===== src/rtl/temporal_pkg.sv =====
// Shared types and helpers for the temporal (race-logic) datapath operators.
package temporal_pkg;

  typedef enum logic [1:0] {
    TMP_RISING,
    TMP_FALLING,
    TMP_PULSE
  } tmp_mode_e;

  typedef enum logic [1:0] {
    ARMED,
    FIRED,
    BLOCKED
  } xmax_state_e;

  // Level a temporal wire rests at when no event has occurred.
  function automatic logic idle_level(tmp_mode_e mode);
    return (mode == TMP_FALLING);
  endfunction

endpackage


===== src/rtl/tmp_event_detect.sv =====
// Per-channel event detector: compares the input against its previous sample
// and flags one new event; events in a wave-reset cycle are discarded.
module tmp_event_detect
  import temporal_pkg::*;
#(
  parameter tmp_mode_e MODE = TMP_RISING
) (
  input  logic aclk,
  input  logic grst,
  input  logic rst,
  input  logic in,
  output logic evt
);

  logic prev;

  // A wave reset reloads prev with the live level, which is the normal update,
  // so levels already held across rst never look like fresh events.
  always_ff @(posedge aclk or negedge grst) begin
    if (!grst) begin
      prev <= idle_level(MODE);
    end else begin
      prev <= in;
    end
  end

  always_comb begin
    evt = 1'b0;
    if (!rst) begin
      if (MODE == TMP_FALLING) begin
        evt = ~in & prev;
      end else begin
        evt = in & ~prev;
      end
    end
  end

endmodule


===== src/rtl/temporal_xmax_n.sv =====
// N-input exclusive-max: fires when the last channel of a wave arrives strictly
// after all others, reporting its wave-relative time and channel index.
module temporal_xmax_n
  import temporal_pkg::*;
#(
  parameter int        N      = 4,
  parameter tmp_mode_e MODE   = TMP_RISING,
  parameter int        WINDOW = 15,
  parameter int        TW     = $clog2(WINDOW + 1),
  parameter int        IW     = $clog2(N)
) (
  input  logic          aclk,
  input  logic          grst,
  input  logic          rst,
  input  logic [N-1:0]  in,
  output logic          q,
  output logic [TW-1:0] q_time,
  output logic [IW-1:0] q_idx,
  output logic          busy
);

  localparam int   PW   = $clog2(N + 1);
  localparam logic IDLE = idle_level(MODE);

  xmax_state_e   state, state_next;
  logic [N-1:0]  evt;
  logic [N-1:0]  arr;
  logic [N-1:0]  fresh;
  logic [N-1:0]  merged;
  logic [TW-1:0] t;
  logic [PW-1:0] pop;
  logic [IW-1:0] win_idx;
  logic          all_in;
  logic          t_max;
  logic          fire;

  for (genvar g = 0; g < N; g++) begin : g_det
    tmp_event_detect #(
      .MODE(MODE)
    ) u_det (
      .aclk(aclk),
      .grst(grst),
      .rst (rst),
      .in  (in[g]),
      .evt (evt[g])
    );
  end

  // Only arrivals not yet seen this wave compete for the max; a single one
  // completing the set is the winner, more than one is a tie.
  always_comb begin
    fresh   = evt & ~arr;
    merged  = arr | evt;
    all_in  = &merged;
    t_max   = (t == TW'(WINDOW));
    pop     = '0;
    win_idx = '0;
    for (int i = 0; i < N; i++) begin
      if (fresh[i]) begin
        pop     = pop + PW'(1);
        win_idx = IW'(i);
      end
    end
  end

  always_ff @(posedge aclk or negedge grst) begin
    if (!grst) begin
      state <= ARMED;
    end else begin
      state <= state_next;
    end
  end

  // Arrivals are merged before the window check, so a last arrival landing
  // exactly on t == WINDOW still wins.
  always_comb begin
    state_next = state;
    fire       = 1'b0;
    if (rst) begin
      state_next = ARMED;
    end else begin
      case (state)
        ARMED: begin
          if (all_in) begin
            if (pop == PW'(1)) begin
              state_next = FIRED;
              fire       = 1'b1;
            end else begin
              state_next = BLOCKED;
            end
          end else if (t_max) begin
            state_next = BLOCKED;
          end
        end
        FIRED:   state_next = FIRED;
        BLOCKED: state_next = BLOCKED;
        default: state_next = ARMED;
      endcase
    end
  end

  always_ff @(posedge aclk or negedge grst) begin
    if (!grst) begin
      arr    <= '0;
      t      <= '0;
      q      <= IDLE;
      q_time <= '0;
      q_idx  <= '0;
    end else if (rst) begin
      arr    <= '0;
      t      <= '0;
      q      <= IDLE;
      q_time <= '0;
      q_idx  <= '0;
    end else begin
      if (state == ARMED) begin
        arr <= merged;
        if (!t_max) begin
          t <= t + 1'b1;
        end
      end
      if (fire) begin
        q      <= ~IDLE;
        q_time <= t;
        q_idx  <= win_idx;
      end else if (state == FIRED && MODE == TMP_PULSE) begin
        q <= IDLE;
      end
    end
  end

  assign busy = (state == ARMED);

endmodule


===== config.mk =====
export PLATFORM = sky130hd
export DESIGN_NAME = temporal_xmax_n
export DESIGN_NICKNAME = d
export VERILOG_FILES = /design/src/rtl/temporal_pkg.sv /design/src/rtl/tmp_event_detect.sv /design/src/rtl/temporal_xmax_n.sv
export SDC_FILE = /design/constraint.sdc
export NUM_CORES = 1
export LEC_CHECK = 0
export ABC_AREA = 1
export CAP_MARGIN = 0
export CORE_MARGIN = 2
export CORE_UTILIZATION = 50
export CTS_CLUSTER_DIAMETER = 100
export DETAILED_ROUTE_END_ITERATION = 10
export HOLD_SLACK_MARGIN = 0.05
export PLACE_DENSITY = 0.76
export SETUP_SLACK_MARGIN = 0.05
export SLEW_MARGIN = 40
export SYNTH_ARGS = -nofsm -noshare
export SYNTH_HDL_FRONTEND = slang
export SYNTH_HIERARCHICAL = 1
export SYNTH_SLANG_ARGS = --single-unit

===== constraint.sdc =====
create_clock -name aclk -period 2.4 [get_ports aclk]
set_input_delay 0.48 -clock aclk [delete_from_list [all_inputs] [get_ports aclk]]
set_output_delay 0.48 -clock aclk [all_outputs]
set_load 0.01 [all_outputs]

==> impl_metrics.py, run 1 <==
metrics = {
    "critical_path": {
        "critPathBufInv": 9,
        "crit_start": "g_det[0].u_det/prev$_DFF_PN0_",
        "slowest_stage": "dfrtp_1",
        "cp_common_cell": "buf_4",
        "crit_end": "q_time[2]$_DFFE_PN0P_",
        "cp_max_fo": 6,
        "crit_chain": "inv_1 -> nand2_1 -> nor2_2 -> inv_2 -> buf_4 -> buf_4 -> buf_4 -> buf_4 -> buf_4 -> buf_4 -> nand2_2 -> nand2_2 -> nor2_2 -> nand2_2 -> nor2_4 -> buf_4 -> nand4_1 -> nand2_1",
        "cp_data_required_time_ps": 2650,
        "critical_path_cell_count": 18,
        "cp-end-kind": "register",
        "cp.arrival_ps": 2570,
        "worst-r2r-setup-slack_ps": 80,
        "ff2ff_path_depth": 18,
        "r2r_end": "q_time[2]$_DFFE_PN0P_",
        "path_delay_family": "buffers and inverters",
        "max_stage_delay_ps": 380,
        "critPathKind": "reg -> reg",
        "worst_setup_path_start_kind": "register",
        "r2r-start": "g_det[0].u_det/prev$_DFF_PN0_",
    },
    "logic_synthesis": {
        "seq_area_frac_synth": 0.476,
        "synth.most_common_cell": "nand2_1",
        "synthTopCellsByCount": "38 x nand2_1, 21 x dfrtp_1, 21 x inv_1",
        "yosys_most_used_dff": "dfrtp_1",
        "synth-edff-count": 0,
        "synth_nets": 149,
        "syn_inst": 138,
        "synth_top_cell_area_share": 0.476,
        "syn_area_mm2": 0.00110,
        "synth_top_cell_by_area": "dfrtp_1",
        "syn_avg_cell_area_um2": 8.01,
        "synth-seq-cells": 21,
        "ys_top_cells_by_area": "dfrtp_1 48%, nand2_1 13%, inv_1 7.1%",
        "ys_warn_count": 6,
        "synth_cell_type_count": 20,
        "postSynth.asyncResetShare": 1.00,
    },
    "cts": {
        "clkTransAtPathRegs_ps": 120,
        "clockBufferDepth": 2,
        "clock-sinks": 21,
        "cts_buffers": 3,
        "h-tree-depth": 1,
        "hold_buffers": 0,
        "cts_tree": "yes",
        "cts_root_buf": "clkbuf_4",
        "clk_latency_ps": 300,
    },
    "detailed_routing": {
        "first_iter_violations": 51,
        "wirelength_mm": 3.19,
        "wl_per_cell_um": 15.1,
        "routed-via-count": 1118,
        "drc_errors": 0,
        "ant_nets": 0,
        "dr.pass1.iters": 4,
        "viasPerCell": 5.27,
    },
    "die": {
        "die_w_um": 51.0,
        "std_cell_rows": 17,
        "core_area_mm2": 0.00215,
        "io_pins": 15,
        "die_y_um": 51.0,
        "start_util": 0.514,
        "dieArea_mm2": 0.00260,
    },
    "sta": {
        "timing.fmax_mhz": 432,
        "min_period_ps": 2320,
        "setup_viol_count_final": 0,
        "hold_viol": 0,
        "setup_tns_ps": 0,
        "tightest_slew_ps": 505,
        "period_share": 0.965,
        "finClkSkew_ps": 1.90,
        "rsz0062_at_grt": "true",
        "maxSlewHeadroom": 0.663,
        "drv_slew": 0,
    },
    "final_layout": {
        "n_antenna_cell": 0,
        "drive_above_1_share": 0.402,
        "nets": 196,
        "fillers": 139,
        "syn2layout_area_growth_pct": 49.5,
        "final_cells": 212,
    },
    "placed_design": {
        "place_congestion": 0.873,
        "portBuffers": 14,
        "dp.cells": 190,
        "dp_hpwl_mm": 1.70,
    },
    "global_routing": {
        "gr-total-overflow": 0,
        "grt_max_degree": 18,
        "antenna_found_initial": 0,
        "grt_pass1_wl_mm": 4.93,
        "groute.usage.overall": 0.254,
        "grt_pass1_vias": 1113,
    },
    "power": {
        "ir_drop_v": 0.000333,
        "leakagePower_uw": 0.000802,
        "power.density_mw_per_mm2": 418,
        "fin_total_pwr_uw": 690,
    },
    "status": {
        "status": "completed",
    },
    "flow_run": {
        "cap_violations": 0,
    },
    "worst_hold_path": {
        "hold_path.class": "in -> async",
    },
}
==> how the worst min path moves through the flow <==
stage	slack, ps	from	endpoint	cells after the start
final	400	grst	g_det[1].u_det/prev$_DFF_PN0_	1
after CTS	390	grst	arr[2]$_DFFE_PN0P_	1
after global placement	480	q$_DFFE_PN0P_	q$_DFFE_PN0P_	2
after floorplan	180	grst	arr[0]$_DFFE_PN0P_	0
after global routing	390	grst	g_det[2].u_det/prev$_DFF_PN0_	1
after detailed placement	480	q$_DFFE_PN0P_	q$_DFFE_PN0P_	2
==> timing repair <==
item / in CTS / in global routing
pin swaps: 14 / 20
setup buffers: 18 / 0
resized for setup: 14 / 28
setup endpoints to repair: 9 / 9
==> worst reg2reg max path, delay by kind of cell (launching register included) <==
family / cells / cell delay [ps]
flops: 1 / 380
buf+inv: 9 / 1030
simple gates: 9 / 870
==> area by class of cell <==
class / count / area (um^2) / area share
multi-input cells: 93 / 617 / 0.373
flip-flops and latches: 21 / 526 / 0.318
repair buffers: 43 / 362 / 0.219
inverters: 23 / 86.3 / 0.0523
well taps: 28 / 35.0 / 0.0212
clock buffers: 4 / 26.3 / 0.0159
==> cells by family after synthesis <==
kind of cell / count (synthesis) / synth area share
buffers and inverters: 24 / 0.0815
flip-flops: 21 / 0.476
AND/OR/NAND/NOR: 77 / 0.330
adder cells (fa/ha/maj): 4 / 0.0453
XOR/XNOR: 2 / 0.0159
AO/OA/AOI/OAI: 10 / 0.0521
==> cells in the final DEF (no fill, tap or decap), types with 2 or more instances in the layout <==
master	count
a21oi_1	6
buf_4	26
buf_6	3
clkbuf_4	3
clkdlybuf4s50_1	11
dfrtp_1	21
dlygate4sd2_1	2
ha_4	2
inv_1	16
inv_2	7
nand2_1	30
nand2_2	8
nand3_1	5
nand3_2	6
nand3_4	2
nand4_1	7
nor2_1	5
nor2_2	7
nor2_4	5
o21ai_0	2
==> per-layer routing <==
layer  vias to the layer above  wire (um)  part of all wire  track usage
met4                         0         31            0.0097       0.0766
met1                       553       1390              0.44        0.316
met3                         4        159             0.050       0.0468
met5                         -          0                 0            0
met2                        33       1610              0.50        0.444
li1                        528          -                 -            -
==> report_power, final <==
group	switching, uW	internal [uW]	leakage (uW)
Combinational	78.2	62.8	0.000507
Clock	110	64.8	0.0000150
Sequential	9.66	365	0.000280
Total	198	493	0.000802
==> through the flow <==
| stage | hold WS (ps) | setup slack, ps | util | area [um^2] |
|---|---|---|---|---|
| floorplan | 184 | 174 | - | 1100 |
| global placement | 477 | -422 | 0.632 | 1360 |
| detailed placement | 475 | -471 | 0.632 | 1360 |
| CTS | 395 | 87.3 | 0.726 | 1560 |
| global route | 392 | -48.0 | 0.769 | 1650 |
| finish | 401 | 82.8 | 0.769 | 1650 |
==> flip-flops by register name (all words and copies together) (netlist names) <==
| name | count |
|---|---|
| q_time | 4 |
| t | 4 |
| state | 2 |
| q_idx | 2 |
| g_det.u_det/prev | 4 |
| arr | 4 |
| q | 1 |
Note: power is estimated with default switching activity, not from simulation.
==> run 2: changes to the inputs <==
- CAP_MARGIN: 0 -> default
- CORE_MARGIN: 2 -> 1.5
- TNS_END_PERCENT: default -> 1
==> impl_metrics.py, run 2 (synthesis gave the netlist of run 1 again) <==
metrics = {
    "critical_path": {
        "slowest_stage": "dlygate4sd2_1",
        "cp_max_fo": 8,
        "cp_data_required_time_ps": 2610,
        "crit_chain": "dlygate4sd2_1 -> nor2_2 -> inv_2 -> nor2_4 -> ha_4 -> nand3b_1 -> nand2_1 -> ha_2 -> inv_2 -> nor2_4 -> nor2_4 -> nor2_4 -> nand3_4 -> nand3_2 -> nand2_1",
        "cp.arrival_ps": 2530,
        "cp_common_cell": "nor2_4",
        "worst_setup_path_start_kind": "input port",
        "critPathKind": "in -> reg",
        "max_stage_delay_ps": 280,
        "cp-end-kind": "register",
    },
    "cts": {
        "clockBufferDepth": 2,
        "clock-sinks": 21,
        "clkTransAtPathRegs_ps": 120,
        "h-tree-depth": 1,
        "clk_latency_ps": 300,
        "cts_root_buf": "clkbuf_4",
        "cts_tree": "yes",
        "hold_buffers": 0,
        "cts_buffers": 3,
    },
    "detailed_routing": {
        "routed-via-count": 967,
        "drc_errors": 0,
        "viasPerCell": 4.91,
        "wl_per_cell_um": 12.7,
        "dr.pass1.iters": 4,
        "ant_nets": 0,
        "first_iter_violations": 15,
        "wirelength_mm": 2.51,
    },
    "global_routing": {
        "gr-total-overflow": 0,
        "grt_pass1_vias": 942,
        "groute.usage.overall": 0.227,
        "grt_max_degree": 15,
        "antenna_found_initial": 0,
        "grt_pass1_wl_mm": 4.22,
    },
    "final_layout": {
        "layout_common_cells": "36 x nand2_1, 21 x dfrtp_1, 18 x inv_1",
        "drive_above_1_share": 0.300,
        "syn2layout_area_growth_pct": 36.0,
        "n_antenna_cell": 0,
        "fin_util": 0.743,
        "nets": 182,
        "layout_commonest_cell": "nand2_1",
    },
    "power": {
        "leakagePower_uw": 0.000746,
        "power.density_mw_per_mm2": 435,
        "ir_drop_v": 0.000396,
    },
    "sta": {
        "min_period_ps": 2330,
        "drv_slew": 0,
        "finClkSkew_ps": 2.79,
        "tightest_slew_ps": 476,
        "period_share": 0.969,
        "maxSlewHeadroom": 0.683,
        "timing.fmax_mhz": 430,
        "rsz0062_at_grt": "true",
        "hold_ws_ps": 413,
        "setup_viol_count_final": 0,
        "hold_viol": 0,
    },
    "placed_design": {
        "portBuffers": 14,
        "dp_hpwl_mm": 1.72,
        "place_congestion": 0.817,
    },
    "die": {
        "start_util": 0.546,
        "std_cell_rows": 16,
        "die_w_um": 50.0,
        "dieArea_mm2": 0.00250,
        "io_pins": 15,
        "core_area_mm2": 0.00202,
        "die_y_um": 50.0,
    },
    "status": {
        "status": "completed",
    },
    "flow_run": {
        "cap_violations": 0,
    },
    "worst_hold_path": {
        "hold_path.class": "in -> reg",
    },
}
-- run 2: cell count changes in the layout (fill, tap and decap cells not counted), sizes merged --
cell,before,now
clkinv,0,1
buf,29,15
clkbuf,5,3
dlygate4sd2,2,3
-- run 2: power breakdown --
part	switching (uW)	internal [uW]	leakage (uW)
combinational	62.5	47.1	0.000448
clock	109	62.1	0.0000177
sequential	8.30	365	0.000280
-- run 2: area by class of cell --
type                            instances  area, um^2
Multi-Input combinational cell         93         577
Sequential cell                        21         526
Clock inverter                          1        5.00
Fill cell                             150         519
Timing Repair Buffer                   29         253
Tap cell                               27        33.8
Clock buffer                            3        22.5
Inverter                               23        86.3
-- run 2: final timing paths --
path	to	start	slack, ps	depth (start not counted)
max	q_idx[0]$_DFFE_PN0P_	rst	70	15
min	g_det[0].u_det/prev$_DFF_PN0_	in[0]	410	1
max reg2reg	q_idx[0]$_DFFE_PN0P_	g_det[1].u_det/prev$_DFF_PN0_	80	16
min reg2reg	q$_DFFE_PN0P_	q$_DFFE_PN0P_	520	2
max in group asynchronous	q$_DFFE_PN0P_	grst	1420	2
min in group asynchronous	arr[0]$_DFFE_PN0P_	grst	450	1
-- run 2: worst max-delay path: cells and delay by family --
family / cells / cell delay, ps
AND/OR/NAND/NOR: 10 / 1250
buffers and inverters: 3 / 370
adder cells (fa/ha/maj): 2 / 420
-- run 2: metrics by stage --
step                instances  setup TNS (ps)  area (um^2)  setup slack, ps  total power, uW
floorplan                 138               0         1100              174              425
global placement          187           -3600         1340             -434              464
detailed placement        187           -3760         1340             -448              469
CTS                       197               0         1470              102              658
global route              197           -60.4         1500            -36.7              692
finish                    197               0         1500             73.4              654
-- run 2: repair_timing --
item,in CTS,in global routing
pin swaps,13,16
cloned,0,0
endpoints found under the setup margin,9,9
setup buffers,6,0
gates resized for setup,18,9
-- run 2: per-layer routing --
layer,global-route usage,vias up,wire length (um)
li1,-,505,-
met1,0.278,449,1090
met2,0.397,9,1350
met3,0.0394,4,40
met4,0.0787,0,29
met5,0,-,0
==> run 3: changes to the inputs <==
- GPL_ROUTABILITY_DRIVEN: default -> 0
- HOLD_SLACK_MARGIN: 0.05 -> default
==> results of run 3 <==
Final layout, timing and power as in run 2 (identical DEF).
